### src/rtl/btn_debounce_array.sv
// rtl/btn_debounce_array.sv - multi-channel button synchroniser, debouncer, edge/auto-repeat pulser
// Each channel is independent; rst_o is a stretched copy of arst_i for downstream logic.
module btn_debounce_array #(
   parameter int NUM_CH        = 5,
   parameter int SYNC_STAGES   = 2,
   parameter int STABLE_CYCLES = 1024,
   parameter int REPEAT_DELAY  = 256,
   parameter int REPEAT_PERIOD = 64,
   parameter int RST_STRETCH   = 2
) (
   input  logic              debounce_clk,
   input  logic              arst_i,
   input  logic [NUM_CH-1:0] btn_i,
   input  logic [NUM_CH-1:0] repeat_en_i,
   output logic [NUM_CH-1:0] level_o,
   output logic [NUM_CH-1:0] press_o,
   output logic [NUM_CH-1:0] release_o,
   output logic              rst_o
);

   localparam int SW      = $clog2(STABLE_CYCLES + 1);
   localparam int RPT_MAX = (REPEAT_DELAY > REPEAT_PERIOD) ? REPEAT_DELAY : REPEAT_PERIOD;
   localparam int RW      = $clog2(RPT_MAX + 1);

   typedef enum logic [1:0] {
      IDLE   = 2'd0,
      DELAY  = 2'd1,
      REPEAT = 2'd2
   } rpt_state_e;

   logic [RST_STRETCH-1:0] rst_q;

   always_ff @(posedge debounce_clk or posedge arst_i) begin
      if (arst_i) begin
         rst_q <= '1;
      end else begin
         rst_q <= rst_q >> 1;
      end
   end

   assign rst_o = rst_q[0];

   for (genvar c = 0; c < NUM_CH; c++) begin : g_ch
      logic [SYNC_STAGES-1:0] sync_q;
      logic [SW-1:0]          scnt_q;
      logic [RW-1:0]          rcnt_q;
      logic                   level_q;
      logic                   press_q;
      logic                   release_q;
      rpt_state_e             state_q;
      logic                   s;
      logic                   flip_d;
      logic                   rise_d;
      logic                   fall_d;

      assign s      = sync_q[SYNC_STAGES-1];
      assign flip_d = (s != level_q) && (scnt_q == SW'(STABLE_CYCLES - 1));
      assign rise_d = flip_d && !level_q;
      assign fall_d = flip_d && level_q;

      // Exit checks come before the count so a repeat coinciding with a fall is dropped.
      always_ff @(posedge debounce_clk or posedge arst_i) begin
         if (arst_i) begin
            sync_q    <= '0;
            scnt_q    <= '0;
            rcnt_q    <= '0;
            level_q   <= 1'b0;
            press_q   <= 1'b0;
            release_q <= 1'b0;
            state_q   <= IDLE;
         end else begin
            sync_q    <= {sync_q[SYNC_STAGES-2:0], btn_i[c]};
            press_q   <= 1'b0;
            release_q <= fall_d;

            if (s == level_q) begin
               scnt_q <= '0;
            end else if (flip_d) begin
               scnt_q  <= '0;
               level_q <= ~level_q;
            end else begin
               scnt_q <= scnt_q + SW'(1);
            end

            case (state_q)
               IDLE: begin
                  if (rise_d) begin
                     press_q <= 1'b1;
                     rcnt_q  <= '0;
                     if (repeat_en_i[c]) begin
                        state_q <= DELAY;
                     end
                  end
               end
               DELAY: begin
                  if (fall_d || !repeat_en_i[c]) begin
                     state_q <= IDLE;
                     rcnt_q  <= '0;
                  end else if (rcnt_q == RW'(REPEAT_DELAY - 1)) begin
                     press_q <= 1'b1;
                     rcnt_q  <= '0;
                     state_q <= REPEAT;
                  end else begin
                     rcnt_q <= rcnt_q + RW'(1);
                  end
               end
               REPEAT: begin
                  if (fall_d || !repeat_en_i[c]) begin
                     state_q <= IDLE;
                     rcnt_q  <= '0;
                  end else if (rcnt_q == RW'(REPEAT_PERIOD - 1)) begin
                     press_q <= 1'b1;
                     rcnt_q  <= '0;
                  end else begin
                     rcnt_q <= rcnt_q + RW'(1);
                  end
               end
               default: begin
                  state_q <= IDLE;
                  rcnt_q  <= '0;
               end
            endcase
         end
      end

      assign level_o[c]   = level_q;
      assign press_o[c]   = press_q;
      assign release_o[c] = release_q;
   end

endmodule

### config.mk
export PLATFORM = sky130hd
export DESIGN_NAME = btn_debounce_array
export DESIGN_NICKNAME = d
export VERILOG_FILES = /design/src/rtl/btn_debounce_array.sv
export SDC_FILE = /design/constraint.sdc
export NUM_CORES = 1
export LEC_CHECK = 0
export CAP_MARGIN = 15
export CORE_MARGIN = 2
export CORE_UTILIZATION = 55
export CTS_CLUSTER_SIZE = 10
export DETAILED_ROUTE_END_ITERATION = 6
export PLACE_DENSITY = 0.76
export SLEW_MARGIN = 25
export SYNTH_ARGS = -nofsm -noshare
export SYNTH_HDL_FRONTEND = slang
export SYNTH_SLANG_ARGS = --single-unit
### constraint.sdc
create_clock -name debounce_clk -period 5.1 [get_ports debounce_clk]
set_clock_uncertainty 0.2 [all_clocks]
set_input_delay 1.275 -clock debounce_clk [delete_from_list [all_inputs] [get_ports debounce_clk]]
set_output_delay 1.275 -clock debounce_clk [all_outputs]
set_load 0.03 [all_outputs]
==> metrics.md, run 1 <==
| Metric | Value |
|---|---|
| Status | `finished, final reports clean` |
| Top cells by area, synth | `dfrtp_1, ha_1, nor2_1` |
| Fin crit share | `60.1%` |
| NetSw | `0.000601 W` |
| Vias in the first global route | `5628` |
| Skew-Pair Late Insertion Delay | `420 ps` |
| Post-synth ARST share | `100%` |
| Critical path arrival | `1590 ps` |
| Reg2Reg Depth | `6` |
| Fmax | `326 MHz` |
| Initial antenna violation count | `0` |
| Vias | `5650` |
| Tightest Hold Check Type | `flop to flop` |
| PwrDens | `304 nW/um2` |
| Drc violations | `0` |
| Gate power share | `8.7%` |
| Fraction of layout cells with a size suffix above 1 | `6.78%` |
| Final #Nets | `836` |
| P_leak | `3.62 nW` |
| Die H | `119 um` |
| Worst Hold Path Cells | `0` |
| Delay-heaviest family, CP | `buffers and inverters` |
| Critical Path Source Type | `flop` |
| Netlist cell types | `65` |
| Worst r2r dst | `g_ch[4].rcnt_q[5]` |
| Reg power frac | `45.8%` |
| Clock transition at the registers of the reported paths | `50 ps` |
| Total gr overflow | `0` |
| Post-layout min period | `3070 ps` |
| Post-synth top area share | `46.4%` |
| Clock power share | `45.5%` |
| Critical path's largest stage delay | `660 ps` |
| Pre-antenna DRT Iters | `5` |
| RSZ-0062 raised after global routing | `no` |
| Area growth, synth to finish | `13.1%` |
| Synthesized instance count | `755` |
| CTS tree | `yes` |
| DRT antenna net count | `0` |
| DP HPWL | `9510 um` |
| Min-Delay Endpoint | `g_ch[3].sync_q[1]` |
| Reg-to-Reg Start | `g_ch[4].scnt_q[0]` |
| Setup bufs post-CTS | `0` |
| Element type at the critical path end | `output pin` |
| #FFs+latches synth | `137` |
| Final Wtd Congestion | `0.902` |
| Core Footprint | `13100 um2` |
| Internal Power | `0.00190 W` |
| Diodes inserted | `0` |
| Mapped Nets | `807` |
| Post-Synthesis Cell Area | `7290 um2` |
| Routed len/inst | `13.9 um` |
| Final Slew Violations | `0` |
| Root Buffer | `clkbuf_16` |
| Post-synth top flop | `dfrtp_1` |
| Slew Limit Headroom | `33.2%` |
| Final Hold Viols | `0` |
| CP required | `3620 ps` |
| DR iter-0 viols | `424` |
| Setup TNS | `0 ps` |
| Total routed wirelength | `13500 um` |
| Max Cap Violations | `0` |
| Hold Crit Start | `g_ch[3].sync_q[0]` |
| H-Tree Depth | `4` |
| Worst Tran Pin Value | `989 ps` |
| Hold_buf cts | `0` |
| FP Rows | `42` |
| Crit-path cells | `clkdlybuf4s50_1` |
| Buffers on Ports | `27` |
| Initial Utilization | `55.7%` |
| EDFF count, synth | `0` |
| Critical-path maximum fanout | `1` |
| Clk buf depth | `2` |
| Commonest cells post-synth | `dfrtp_1, nor2_1, nand2_1` |
| Largest net degree at the start of global routing | `80` |
| First-pass GRT wire length | `24200 um` |
| Clock sink total | `137` |
| Syn_area_per_cell | `9.65 um2` |
| Post-cts sizing count | `0` |
| Sequential area share after synthesis | `47.1%` |
| CTS Buf Count | `17` |
| WS Path Type | `flop to output pin` |
| Die area | `14200 um2` |
| Yosys warnings | `0` |
| Die W | `119 um` |
| Worst R2R Setup Slack | `2360 ps` |
| CP max stage cell | `clkdlybuf4s50_1` |
| All-Layer GR Usage | `20.8%` |
| Area leader, netlist | `dfrtp_1` |
| Count leader, synth | `dfrtp_1` |
| Switching share of power | `24.0%` |
| Maximum vdd drop | `0.221 mV` |
| IO Pins | `28` |
| Via density | `5.81` |
| Hold_ws | `148 ps` |
| Worst path buffer plus inverter count | `1` |
| Setup-failing EPs final | `0` |
## cells by family after synthesis
group / share of synthesized area, %
simple gates: 20.9
compound gates: 14.8
flops: 47.1
buf+inv: 4.17
fa+ha+maj: 6.87
xor+xnor: 4.45
mux: 1.65
other cells: 0.0515
## power groups by stage
| stage | combinational [W] | clock, W | sequential, W |
|---|---|---|---|
| 6_report | 0.000219 | 0.00114 | 0.00115 |
| 5_1_grt | 0.000247 | 0.00122 | 0.00115 |
| 4_1_cts | 0.000219 | 0.00116 | 0.00115 |
| 3_5_place_dp | 0.000217 | 0 | 0.00116 |
| 3_3_place_gp | 0.000210 | 0 | 0.00116 |
| 2_1_floorplan | 0.000161 | 0 | 0.00116 |
## area by class of cell
type,instances,area (um2)
sequential,137,3430
clock buffer,24,482
fill,998,4850
clock inverter,8,70.1
multi-input combinational,554,3550
tap,176,220
inverter,45,173
timing repair buffer,29,310
## through the flow
step	instance area (um2)	util (%)	worst slack (ps)	std cells	power, W
global placement	7680	58.7	2070	941	0.00137
detailed placement	7680	58.7	2020	941	0.00138
floorplan	7290	-	1920	755	0.00132
global route	8240	62.9	1990	973	0.00261
CTS	8240	62.9	2010	973	0.00253
finish	8240	62.9	2030	973	0.00250
## metal layers
layer	GRT usage [%]	part of all wire (%)
met1	25.4	45
met2	35.5	51
met3	4.93	3.1
met4	8.18	1.5
met5	0	0
## flip-flops by register name, indices dropped and copies added (netlist names)
register        count
g_ch.rcnt_q        45
g_ch.release_q      5
g_ch.press_q        5
g_ch.sync_q        10
g_ch.state_q       10
g_ch.scnt_q        55
rst_q               2
g_ch.level_q        5
## how the worst max path moves through the flow
stage / cells after the start / end / slack (ps) / startpoint
2_1_floorplan: 1 / g_ch[0].level_q / 1920 / arst_i
3_3_place_gp: 5 / g_ch[2].rcnt_q[0] / 2070 / repeat_en_i[2]
3_5_place_dp: 5 / g_ch[2].rcnt_q[0] / 2020 / repeat_en_i[2]
4_1_cts: 1 / rst_o / 2010 / rst_q[0]
5_1_grt: 1 / rst_o / 1990 / rst_q[0]
6_report: 1 / rst_o / 2030 / rst_q[0]
## cells in the final DEF, fill, tap and decap left out, drive strengths merged, types with 10 or more instances in the layout
cell,netlist,layout
nand2b,10,10
nor2,95,95
nor3,20,20
inv,45,44
nand3,41,41
o21ai,44,44
nand2,74,74
nor4,10,10
xnor2,20,20
xor2,17,17
clkdlybuf4s50,0,27
and3,17,17
dfrtp,135,135
ha,40,40
clkbuf,3,24
a22o,20,20
o41ai,10,10
or3,11,11
nor2b,11,11
a21oi,22,22
Power figures use the tool's default switching activity.
==> run 2, diff against run 1 <==
- CORE_UTILIZATION: 55 -> 60
- PLACE_DENSITY: 0.76 -> 0.79
- clock period: 5.1 -> 2.9 ns (I/O delays scaled with it)
==> metrics.md, run 2 (synthesized netlist as in run 1, its figures left out) <==
| Metric | Value |
|---|---|
| RSZ-0062 raised after global routing | `no` |
| Diodes inserted | `0` |
| Initial Utilization | `61.2%` |
| IO Pins | `28` |
| Final Wtd Congestion | `0.843` |
| DP HPWL | `10000 um` |
| Reg-to-Reg Start | `g_ch[1].scnt_q[0]` |
| Commonest cells after routing, fill and taps aside | `dfrtp_1, nor2_1, nand2_1, inv_1, o21ai_0` |
| Routed len/inst | `15.2 um` |
| Critical path arrival | `2740 ps` |
| Vias in the first global route | `5667` |
| Worst R2R Setup Slack | `270 ps` |
| Worst r2r dst | `g_ch[1].rcnt_q[0]` |
| Critical path's largest stage delay | `680 ps` |
| Setup-failing EPs final | `0` |
| CP max stage cell | `o41ai_2` |
| Commonest non-fill, non-tap cell in the layout | `dfrtp_1` |
| Die H | `114 um` |
| Drc violations | `0` |
| Slew Limit Headroom | `47.0%` |
| CTS Buf Count | `17` |
| Highest routed layer | `met4` |
| DR WL met2 | `7350 um` |
| Setup bufs post-CTS | `0` |
| Max reg flops | `55` |
| Final #Nets | `847` |
| Clock sink total | `137` |
| Tightest Hold Check Type | `flop to flop` |
| PwrDens | `556 nW/um2` |
| Reg2Reg Depth | `6` |
| Largest net degree at the start of global routing | `36` |
| Setup TNS | `0 ps` |
| Worst path buffer plus inverter count | `0` |
| Biggest registers after layout | `g_ch.scnt_q (55), g_ch.rcnt_q (45)` |
| Delay-heaviest family, CP | `compound AO/OA/AOI/OAI gates` |
| Worst Hold Path Cells | `0` |
| CP required | `3000 ps` |
| DR iter-0 viols | `372` |
| Min-Delay Endpoint | `g_ch[1].sync_q[1]` |
| CTS tree | `yes` |
| Most flops, register | `g_ch.scnt_q` |
| Post-layout min period | `2630 ps` |
| Post-cts sizing count | `0` |
| H-Tree Depth | `4` |
| Pre-antenna DRT Iters | `5` |
| Die W | `114 um` |
| Worst path depth | `6` |
| Fin crit share | `90.8%` |
| Status | `finished, final reports clean` |
| All-Layer GR Usage | `23.8%` |
| Total routed wirelength | `14500 um` |
| Fmax | `380 MHz` |
| Max Cap Violations | `0` |
| Area growth, synth to finish | `14.7%` |
| Final core occ | `70.2%` |
| Hold Crit Start | `g_ch[1].sync_q[0]` |
| Core Footprint | `11900 um2` |
| First-pass GRT wire length | `25000 um` |
| Critical-path maximum fanout | `8` |
| Final Slew Violations | `0` |
| WS Path Type | `flop to flop` |
| Hold_buf cts | `0` |
| Fraction of layout cells with a size suffix above 1 | `8.42%` |
| Hold_ws | `147 ps` |
| Clock transition at the registers of the reported paths | `60 ps` |
| M1 WL | `6520 um` |
| Total gr overflow | `0` |
| Vias | `5637` |
| Clk buf depth | `2` |
| DRT antenna net count | `0` |
| Maximum vdd drop | `0.437 mV` |
| Die area | `13000 um2` |
| FP Rows | `40` |
| Buffers on Ports | `27` |
| Skew-Pair Late Insertion Delay | `420 ps` |
| Via density | `5.90` |
| Initial antenna violation count | `0` |
| Worst Tran Pin Value | `785 ps` |
| P_leak | `3.70 nW` |
| Critical Path Source Type | `flop` |
| Element type at the critical path end | `flop` |
| Crit-path cells | `ha_1 > nand4_1 > o41ai_2 > a211o_1 > nor2_1 > mux2_2` |
| Met3 WL | `437 um` |
| Root Buffer | `clkbuf_16` |
| Final Hold Viols | `0` |
run 2: changes by cell type in the layout (fill, tap and decap cells not counted):
cell / change
buf_4: +10
buf_12: +1
clkinv_2: -2
clkinvlp_4: +1
clkbuf_1: -3
clkinv_4: +2
bufinv_16: +2
run 2: cell type report:
cell class                      instances  area (um2)
Fill cell                             900        3550
Multi-Input combinational cell        554        3550
Sequential cell                       137        3430
Clock buffer                           21         470
Timing Repair Buffer                   40         405
Tap cell                              147         184
Inverter                               45         173
Clock inverter                         11         145
run 2: through the flow:
step | std cells | area (um2) | setup slack [ps] | power, W
global route | 955 | 8360 | 52.1 | 0.00481
finish | 955 | 8360 | 266 | 0.00464
global placement | 921 | 7730 | 352 | 0.00242
detailed placement | 921 | 7730 | 211 | 0.00244
floorplan | 755 | 7290 | 270 | 0.00232
CTS | 953 | 8340 | 212 | 0.00468
run 2: worst max path at each step:
stage,from,endpoint,slack (ps)
floorplan,arst_i,g_ch[0].level_q,270
global placement,repeat_en_i[1],g_ch[1].rcnt_q[0],350
detailed placement,g_ch[2].rcnt_q[0],g_ch[2].rcnt_q[5],210
CTS,g_ch[2].rcnt_q[0],g_ch[2].rcnt_q[5],210
global route,g_ch[0].rcnt_q[0],g_ch[0].rcnt_q[2],50
finish,g_ch[1].scnt_q[0],g_ch[1].rcnt_q[0],270
run 2: power breakdown:
group | internal, W | total [W] | switching (W) | leakage (nW)
registers | 0.00196 | 0.00202 | 0.0000515 | 1.81
logic | 0.000150 | 0.000401 | 0.000251 | 1.60
clock network | 0.00142 | 0.00223 | 0.000811 | 0.295
run 2: layer usage:
metal  global-route usage [%]  vias up
met2                     42.0       99
li1                         -     2753
met1                     28.2     2770
met5                        0        -
met3                     5.56       15
met4                     9.43        0
run 2: worst reg2reg max path, cell delays in order, from the launching register on:
cell     delay [ps]
dfrtp_1         390
ha_1            240
nand4_1         260
o41ai_2         680
a211o_1         310
nor2_1          140
mux2_2          290
